$ cat src/rtl/byte_word_assembler_pkg.sv
// Shared definitions for the byte-to-word assembler on the pipeline debug path.
// Holds the FSM state encoding and the default byte/word widths.
package byte_word_assembler_pkg;

    // Encodings are fixed so the debug path can decode state from other tools.
    typedef enum logic [1:0] {
        StIdle    = 2'd0,
        StCollect = 2'd1,
        StHold    = 2'd2
    } asm_state_e;

    localparam int unsigned DefaultNbByte = 8;
    localparam int unsigned DefaultNbData = 32;

endpackage

$ cat src/rtl/byte_word_assembler_idle_timeout_counter.sv
// Idle-cycle watchdog for a partially assembled word.
// Ports:
//   i_clk      rising-edge clock
//   i_reset    synchronous active-high reset
//   i_enable   count only while a partial word is open
//   i_restart  an accepted byte (or an abort) restarts the idle window
//   o_expire   combinational: this cycle is the last idle cycle allowed
// TIMEOUT_CYCLES = 0 disables the watchdog entirely.
module byte_word_assembler_idle_timeout_counter #(
    parameter int unsigned TIMEOUT_CYCLES = 1000000
) (
    input  logic i_clk,
    input  logic i_reset,
    input  logic i_enable,
    input  logic i_restart,
    output logic o_expire
);

    localparam int unsigned CntW = (TIMEOUT_CYCLES > 1) ? $clog2(TIMEOUT_CYCLES) : 1;
    localparam logic [CntW-1:0] LastCnt =
        (TIMEOUT_CYCLES > 0) ? CntW'(TIMEOUT_CYCLES - 1) : '0;
    localparam bit Enabled = (TIMEOUT_CYCLES != 0);

    logic [CntW-1:0] cnt_q, cnt_d;

    always_comb begin
        o_expire = Enabled && i_enable && !i_restart && (cnt_q == LastCnt);
    end

    always_comb begin
        cnt_d = cnt_q;
        // Expiry also zeroes the count, so it can never run past LastCnt.
        if (!Enabled || !i_enable || i_restart || o_expire) begin
            cnt_d = '0;
        end else begin
            cnt_d = cnt_q + CntW'(1);
        end
    end

    always_ff @(posedge i_clk) begin
        if (i_reset) begin
            cnt_q <= '0;
        end else begin
            cnt_q <= cnt_d;
        end
    end

endmodule

$ cat src/rtl/byte_word_assembler.sv
// Byte-to-word assembler: packs consecutive bytes into the lanes of an NB_DATA-bit
// word and hands it to the consumer through a one-word valid/ready holding register.
// A partial word left idle for TIMEOUT_CYCLES cycles is dropped and flagged.
// Ports:
//   i_clk, i_reset          clock and synchronous active-high reset
//   i_byte, i_byte_valid    incoming byte stream
//   o_byte_ready            byte can be accepted this cycle
//   i_clear                 synchronous abort of partial and held word
//   o_word, o_word_valid    assembled word and its valid
//   i_word_ready            consumer accepts o_word
//   o_byte_count            lanes filled in the current partial word
//   o_timeout_err           one-cycle pulse when a partial word times out
module byte_word_assembler
    import byte_word_assembler_pkg::*;
#(
    parameter int unsigned NB_DATA        = DefaultNbData,
    parameter int unsigned NB_BYTE        = DefaultNbByte,
    parameter bit          BIG_ENDIAN     = 1'b0,
    parameter int unsigned TIMEOUT_CYCLES = 1000000,
    localparam int unsigned NB_LANES      = NB_DATA / NB_BYTE,
    localparam int unsigned NB_CNT        = $clog2(NB_LANES) + 1
) (
    input  logic               i_clk,
    input  logic               i_reset,
    input  logic [NB_BYTE-1:0] i_byte,
    input  logic               i_byte_valid,
    output logic               o_byte_ready,
    input  logic               i_clear,
    output logic [NB_DATA-1:0] o_word,
    output logic               o_word_valid,
    input  logic               i_word_ready,
    output logic [NB_CNT-1:0]  o_byte_count,
    output logic               o_timeout_err
);

    localparam logic [NB_CNT-1:0] LastLane = NB_CNT'(NB_LANES - 1);

    asm_state_e         state_q, state_d;
    logic [NB_CNT-1:0]  count_q, count_d;
    logic [NB_DATA-1:0] partial_q, partial_d;
    logic [NB_DATA-1:0] word_q, word_d;
    logic               word_valid_q, word_valid_d;
    logic               timeout_err_q, timeout_err_d;

    logic               accept;
    logic               expire;
    int unsigned        lane_sel;
    logic [NB_DATA-1:0] merged_word;

    always_comb begin
        o_byte_ready = !i_reset && !i_clear && (state_q != StHold);
        accept       = i_byte_valid && o_byte_ready;
    end

    byte_word_assembler_idle_timeout_counter #(
        .TIMEOUT_CYCLES(TIMEOUT_CYCLES)
    ) u_idle_timeout (
        .i_clk    (i_clk),
        .i_reset  (i_reset),
        .i_enable (state_q == StCollect),
        .i_restart(accept || i_clear),
        .o_expire (expire)
    );

    // Physical lane for byte k: LS-first for little endian, MS-first for big endian.
    always_comb begin
        if (BIG_ENDIAN) begin
            lane_sel = NB_LANES - 1 - 32'(count_q);
        end else begin
            lane_sel = 32'(count_q);
        end
        merged_word = partial_q;
        for (int unsigned l = 0; l < NB_LANES; l++) begin
            if (l == lane_sel) begin
                merged_word[l*NB_BYTE +: NB_BYTE] = i_byte;
            end
        end
    end

    always_comb begin
        state_d       = state_q;
        count_d       = count_q;
        partial_d     = partial_q;
        word_d        = word_q;
        word_valid_d  = word_valid_q;
        timeout_err_d = 1'b0;

        if (i_clear) begin
            // A same-cycle handshake is simply lost along with everything else.
            state_d      = StIdle;
            count_d      = '0;
            partial_d    = '0;
            word_valid_d = 1'b0;
        end else begin
            unique case (state_q)
                StIdle: begin
                    if (accept) begin
                        if (NB_LANES == 1) begin
                            word_d       = merged_word;
                            word_valid_d = 1'b1;
                            partial_d    = '0;
                            count_d      = '0;
                            state_d      = StHold;
                        end else begin
                            partial_d = merged_word;
                            count_d   = NB_CNT'(1);
                            state_d   = StCollect;
                        end
                    end
                end
                StCollect: begin
                    if (accept) begin
                        if (count_q == LastLane) begin
                            word_d       = merged_word;
                            word_valid_d = 1'b1;
                            partial_d    = '0;
                            count_d      = '0;
                            state_d      = StHold;
                        end else begin
                            partial_d = merged_word;
                            count_d   = count_q + NB_CNT'(1);
                        end
                    end else if (expire) begin
                        partial_d     = '0;
                        count_d       = '0;
                        state_d       = StIdle;
                        timeout_err_d = 1'b1;
                    end
                end
                StHold: begin
                    // o_word is kept after the handshake; only valid drops.
                    if (word_valid_q && i_word_ready) begin
                        word_valid_d = 1'b0;
                        state_d      = StIdle;
                    end
                end
                default: begin
                    state_d = StIdle;
                end
            endcase
        end
    end

    always_ff @(posedge i_clk) begin
        if (i_reset) begin
            state_q       <= StIdle;
            count_q       <= '0;
            partial_q     <= '0;
            word_q        <= '0;
            word_valid_q  <= 1'b0;
            timeout_err_q <= 1'b0;
        end else begin
            state_q       <= state_d;
            count_q       <= count_d;
            partial_q     <= partial_d;
            word_q        <= word_d;
            word_valid_q  <= word_valid_d;
            timeout_err_q <= timeout_err_d;
        end
    end

    always_comb begin
        o_word        = word_q;
        o_word_valid  = word_valid_q;
        o_byte_count  = count_q;
        o_timeout_err = timeout_err_q;
    end

endmodule
$ cat config.mk
export PLATFORM = sky130hd
export DESIGN_NAME = byte_word_assembler
export DESIGN_NICKNAME = d
export VERILOG_FILES = /design/src/rtl/byte_word_assembler_pkg.sv /design/src/rtl/byte_word_assembler_idle_timeout_counter.sv /design/src/rtl/byte_word_assembler.sv
export SDC_FILE = /design/constraint.sdc
export NUM_CORES = 1
export LEC_CHECK = 0
export CAP_MARGIN = 20
export CORE_MARGIN = 5
export CORE_UTILIZATION = 40
export DETAILED_ROUTE_END_ITERATION = 10
export PLACE_DENSITY_LB_ADDON = 0.05
export SLEW_MARGIN = 5
export SYNTH_ARGS = -nofsm -noshare
export SYNTH_HDL_FRONTEND = slang
export SYNTH_SLANG_ARGS = --single-unit
$ cat constraint.sdc
create_clock -name i_clk -period 2.6 [get_ports i_clk]
set_input_delay 0.78 -clock i_clk [delete_from_list [all_inputs] [get_ports i_clk]]
set_output_delay 0.78 -clock i_clk [all_outputs]
set_load 0.02 [all_outputs]
---- Yosys cells after proc, flatten, opt, wreduce, memory -nomap -nowiden ----
Cells that the tools add are included.
operators by class
  equality and inequality tests ........... 14
  add/subtract/negate cells ............... 2
  bitwise logic cells ..................... 2
  mux-type cells .......................... 25
  reduce and logical (&&, ||, !) cells .... 24
operator list
  operator               count
  $mux 32                4
  $pmux 32 s2            1
  $logic_not 32->1       1
  $mux 8                 4
  $add 20x1->20 const B  1
  $eq 20x20->1 const B   1
  $mux 3                 4
  $reduce_and 4->1       3
  $mux 2                 5
  $ne 2x2->1 const B     5
  $eq 2x3->1 const A     2
  $logic_and 1x1->1      6
  $ne 3x3->1 const B     2
  $pmux 2 s3             1
  $pmux 3 s2             1
  $logic_not 1->1        4
  $mux 1                 4
  $reduce_bool 2->1      2
  $reduce_or 2->1        2
  $reduce_or 4->1        1
  $add 3x1->3 const B    1
  $eq 1x3->1 const A     1
  $eq 3x2->1 const B     1
  $logic_or 1x1->1       3
  6 further kinds        7
word-level totals
  word-level logic and storage cells ...... 74
  register bits after elaboration ......... 91
  input bits .............................. 13

---- Logic depth before layout (Yosys ltp) ----
Gate-level depths: netlist (run 1).
  depth in word-level cells ............... 11
  depth in mapped cells ................... 8
  depth with buffers taken out ............ 6

---- Hierarchy ----
From an unflattened synthesis (run 1), not the netlist that was laid out.
unflattened totals
  cells, all modules ...................... 372
  area, all modules ....................... 3555.9 um2
by module, submodules not included
  module                                    seq. area each (um2)  instances  area each (um2)  cells an instance
  byte_word_assembler                       1261.2                1          2608.8           265
  byte_word_assembler_idle_timeout_counter  400.4                 1          947.2            107

---- Worst setup path before layout (run 1) ----
OpenSTA, ideal clock, no wires.
  path kind ............................... input to output
  from .................................... in i_reset
  to ...................................... out o_byte_ready
  arrival ................................. 1.537 ns
  slack ................................... 0.283 ns
  cell stages on the path ................. 4
  cells stage by stage .................... buf_6 -> or2_1 -> buf_6 -> nor2_1
on the way
  cells in the longest elaborated chain, start to end .. 3
ends and longest elaborated chain
  element                         line                       text
  from (decl)                     byte_word_assembler.sv:24  input logic i_reset,
  $logic_not 1->1                 byte_word_assembler.sv:51  o_byte_ready = !i_reset && !i_clear && (state_q != StHold);
  $logic_and 1x1->1 (2 in a row)  byte_word_assembler.sv:51
  to (decl)                       byte_word_assembler.sv:27  output logic o_byte_ready,
Every way passes these cells.

---- Final worst setup path (run 1) ----
Ends and elaborated chain as after synthesis.

==> results of run 1 <==
[registers in the layout, indices dropped and copies added (netlist names)]
name                  flops
o_timeout_err             1
state_q                   2
partial_q                24
u_idle_timeout.cnt_q     20
o_byte_count              3
o_word_valid              1
o_word                   32
[how the worst min path moves through the flow]
stage,startpoint,end,depth (start not counted),slack (ns)
3_3_place_gp,o_word[28]$_SDFFE_PP0P_,o_word[28]$_SDFFE_PP0P_,2,0.44
4_1_cts,o_word[31]$_SDFFE_PP0P_,o_word[31]$_SDFFE_PP0P_,2,0.46
5_1_grt,o_word[29]$_SDFFE_PP0P_,o_word[29]$_SDFFE_PP0P_,2,0.48
6_report,o_word[31]$_SDFFE_PP0P_,o_word[31]$_SDFFE_PP0P_,2,0.46
2_1_floorplan,partial_q[0]$_SDFFE_PP0P_,partial_q[0]$_SDFFE_PP0P_,1,0.43
3_5_place_dp,partial_q[0]$_SDFFE_PP0P_,partial_q[0]$_SDFFE_PP0P_,1,0.45
[metal layers]
layer | track usage, % | vias up
met4 | 4.78 | 0
met3 | 4.47 | 9
met2 | 22.2 | 50
li1 | - | 1374
met1 | 22.8 | 1227
met5 | 0 | -
[per-stage QoR]
| stage | power (mW) | TNS, ns |
|---|---|---|
| 2_1_floorplan | 1.35 | 0 |
| 3_3_place_gp | 1.40 | -3.83 |
| 3_5_place_dp | 1.40 | -3.67 |
| 4_1_cts | 2.54 | 0 |
| 5_1_grt | 2.61 | 0 |
| 6_report | 2.51 | 0 |
[layout by cell type (no fill, tap or decap), types with 2 or more instances in the layout]
cell type	n
ha_1	5
nor4b_2	2
nor3_4	2
clkdlybuf4s50_1	49
o2bb2ai_1	24
xnor2_1	7
nor2_2	9
nor2_1	42
a21oi_1	9
and3_1	5
mux2i_1	24
o22ai_2	3
clkbuf_8	10
nand4_1	4
nand3_1	8
nand2_1	42
xor2_1	11
buf_4	9
a211oi_1	24
dfxtp_1	83
and4_1	2
nor3_1	3
buf_12	2
bufinv_16	3
nor2b_1	6
inv_1	3
nand2b_1	4
[cell usage after synthesis, drive strengths merged]
master,number,area (sq um)
dfxtp,83,1660
nor2,51,214
nand2,42,158
a211oi,24,180
mux2i,24,240
o2bb2ai,24,210
buf,14,93.8
xor2,11,96.3
a21oi,9,45.0
nand3,8,40.0
xnor2,7,61.3
nor2b,6,37.5
and3,5,31.3
ha,5,62.6
nand4,5,37.5
nor3,5,41.3
nand2b,4,25.0
o22ai,4,43.8
clkbuf,3,11.3
inv,3,11.3
and4,2,17.5
nor4b,2,30.0
o21ai,2,10.0
a311oi,1,8.76
a32oi,1,8.76
nand4bb,1,11.3
nor3b,1,7.51
nor4,1,12.5
o21bai,1,18.8
o32ai,1,8.76
or2,1,6.26
or3,1,11.3
[worst max-delay path: stages]
cell             delay, ns
clkdlybuf4s50_1       0.46
or2_1                 0.26
nor2_1                0.10
buf_4                 0.14
[where the power goes]
| group | internal [mW] | switching, mW |
|---|---|---|
| clock network | 0.666 | 0.469 |
| registers | 1.27 | 0.00209 |
| logic | 0.0387 | 0.0593 |
| total | 1.98 | 0.531 |
[layout make-up]
cell class / instances / area, sq um / area share, %
multi-input combinational: 249 / 1680 / 38.7
sequential: 83 / 1660 / 38.2
timing repair buffer: 61 / 609 / 14.0
clock buffer: 10 / 138 / 3.17
tap: 105 / 131 / 3.02
clock inverter: 6 / 111 / 2.56
inverter: 3 / 11.3 / 0.259
[cell families (layout without fill, tap and decap cells)]
kind of cell | count (synthesis) | in the layout
and+or+nand+nor | 135 | 135
buffers and inverters | 20 | 80
AOI/OAI and AO/OA | 67 | 67
muxes | 24 | 24
xor gates and xnor gates | 18 | 18
DFF | 83 | 83
adders and majority gates | 5 | 5
==> flow_summary.ini, run 1 <==
[outcome]
status = completed

[clock_network]
cts_root_buf = clkbuf_8
cts_setup_buffers = 0
cts_hold_buf = 0
cts_tree = yes
cts_max_path_buffers = 2
clk_pin_slew_ns = 0.08
clkSinkCount = 83
cts_buffers = 9
cts-resized-gates = 4
htreeDepth = 3
insertion_delay_ns = 0.35

[route]
drc = 0
met3RoutedLength_um = 348
drt_wl_total_um = 7720
wire_per_inst_um = 14.9
dr_wl_met2_um = 3240
routedLengthMet1_um = 4030
ant_nets = 0
top_layer_used = met4
via_count = 2660
drt-pass1-iter-count = 4
drt_iter0_markers = 64
vias_per_cell = 5.15

[floorplanning]
die_x_um = 103
num_rows = 33
start_util_pct = 41.6
core-area_sq_um = 8300
ioPinCount = 51
die_y_um = 103
die_area_sq_um = 10600

[cells_and_area]
final_util_pct = 52.3
num_antenna_cells = 0
postLayoutCellArea_sq_um = 4340
layout.cells.non_filler = 517
final_nets = 425
area_delta_synth_final_pct = 25.8
num-fill-cells = 772
drive_gt1_share_pct = 11.7

[sta]
layout_setup_ws_ns = 0.0690
holdWs_ns = 0.457
slew_violations = 0
post-route-period-util_pct = 97.3
tightest_slew_ns = 0.701
period_needed_ns = 2.53
slew-limit-headroom_pct = 52.9
setup-violations-final = 0
rsz0062_at_grt = false
timing.fmax_ghz = 0.395
finalHoldViolations = 0
fin_skew_ns = 0.00868

[flow_run]
drv_cap = 0

[power]
power_leakage_nw = 1.45
p_per_area_nw_per_um2 = 577
ir_drop_uv = 392

[worst_setup_path]
cp-start-kind = input port
timing.rr.start = u_idle_timeout.cnt_q[0]$_SDFF_PP0_
critPathMaxFanout = 2
r2r-end = partial_q[7]$_SDFFE_PP0P_
ff2ff_path_depth = 6
path_class = in2out
critPathLaunch = i_reset
arrival_ns = 1.75
worst_setup_path_end_kind = primary output
regToRegSetupSlack_ns = 0.61
required_ns = 1.82
crit_end = o_byte_ready

[grt]
first_global_vias = 2556
antenna_found_initial = 0
grt_pass1_wl_um = 12900
track_usage_pct = 15.6
grt_overflow = 0
grt_start_max_net_pins = 58

[synth]
synthesis.area_sq_um = 3450
syn_area_per_cell_sq_um = 9.81
synth_top_family_by_area = simple AND/OR/NAND/NOR gates
synth_seq_cells = 83
muxShareOfSynthArea_pct = 6.96
syn_nets = 370
synth_compound_area_share_pct = 15.5
synth_seq_area_share_pct = 48.1
yosysWarnings = 0
synthAdderAreaFrac_pct = 1.81
synth_cell_types = 41
synth_simple_gate_area_share_pct = 19.7
synth-xor-area-share_pct = 4.57
synth_cells = 352

[placement]
dp_slack_ns = -0.393
routabilityCongestion = 0.783
dp_cells = 499
dpl.hpwl_um = 5480
port_buffers = 50
dpl_cell_area_sq_um = 4080

[hold_path]
holdCritPathClass = reg2reg
Note: power is estimated with default switching activity, not from simulation.
==> inputs of run 2 (changes only) <==
--- a/config.mk
+++ b/config.mk
@@ -9,6 +9,7 @@
 export CORE_MARGIN = 5
 export CORE_UTILIZATION = 40
 export DETAILED_ROUTE_END_ITERATION = 10
+export GPL_ROUTABILITY_DRIVEN = 0
 export PLACE_DENSITY_LB_ADDON = 0.05
 export SLEW_MARGIN = 5
 export SYNTH_ARGS = -nofsm -noshare
==> results of run 2 <==
The final DEF is identical to that of run 1; final timing and power are the same.
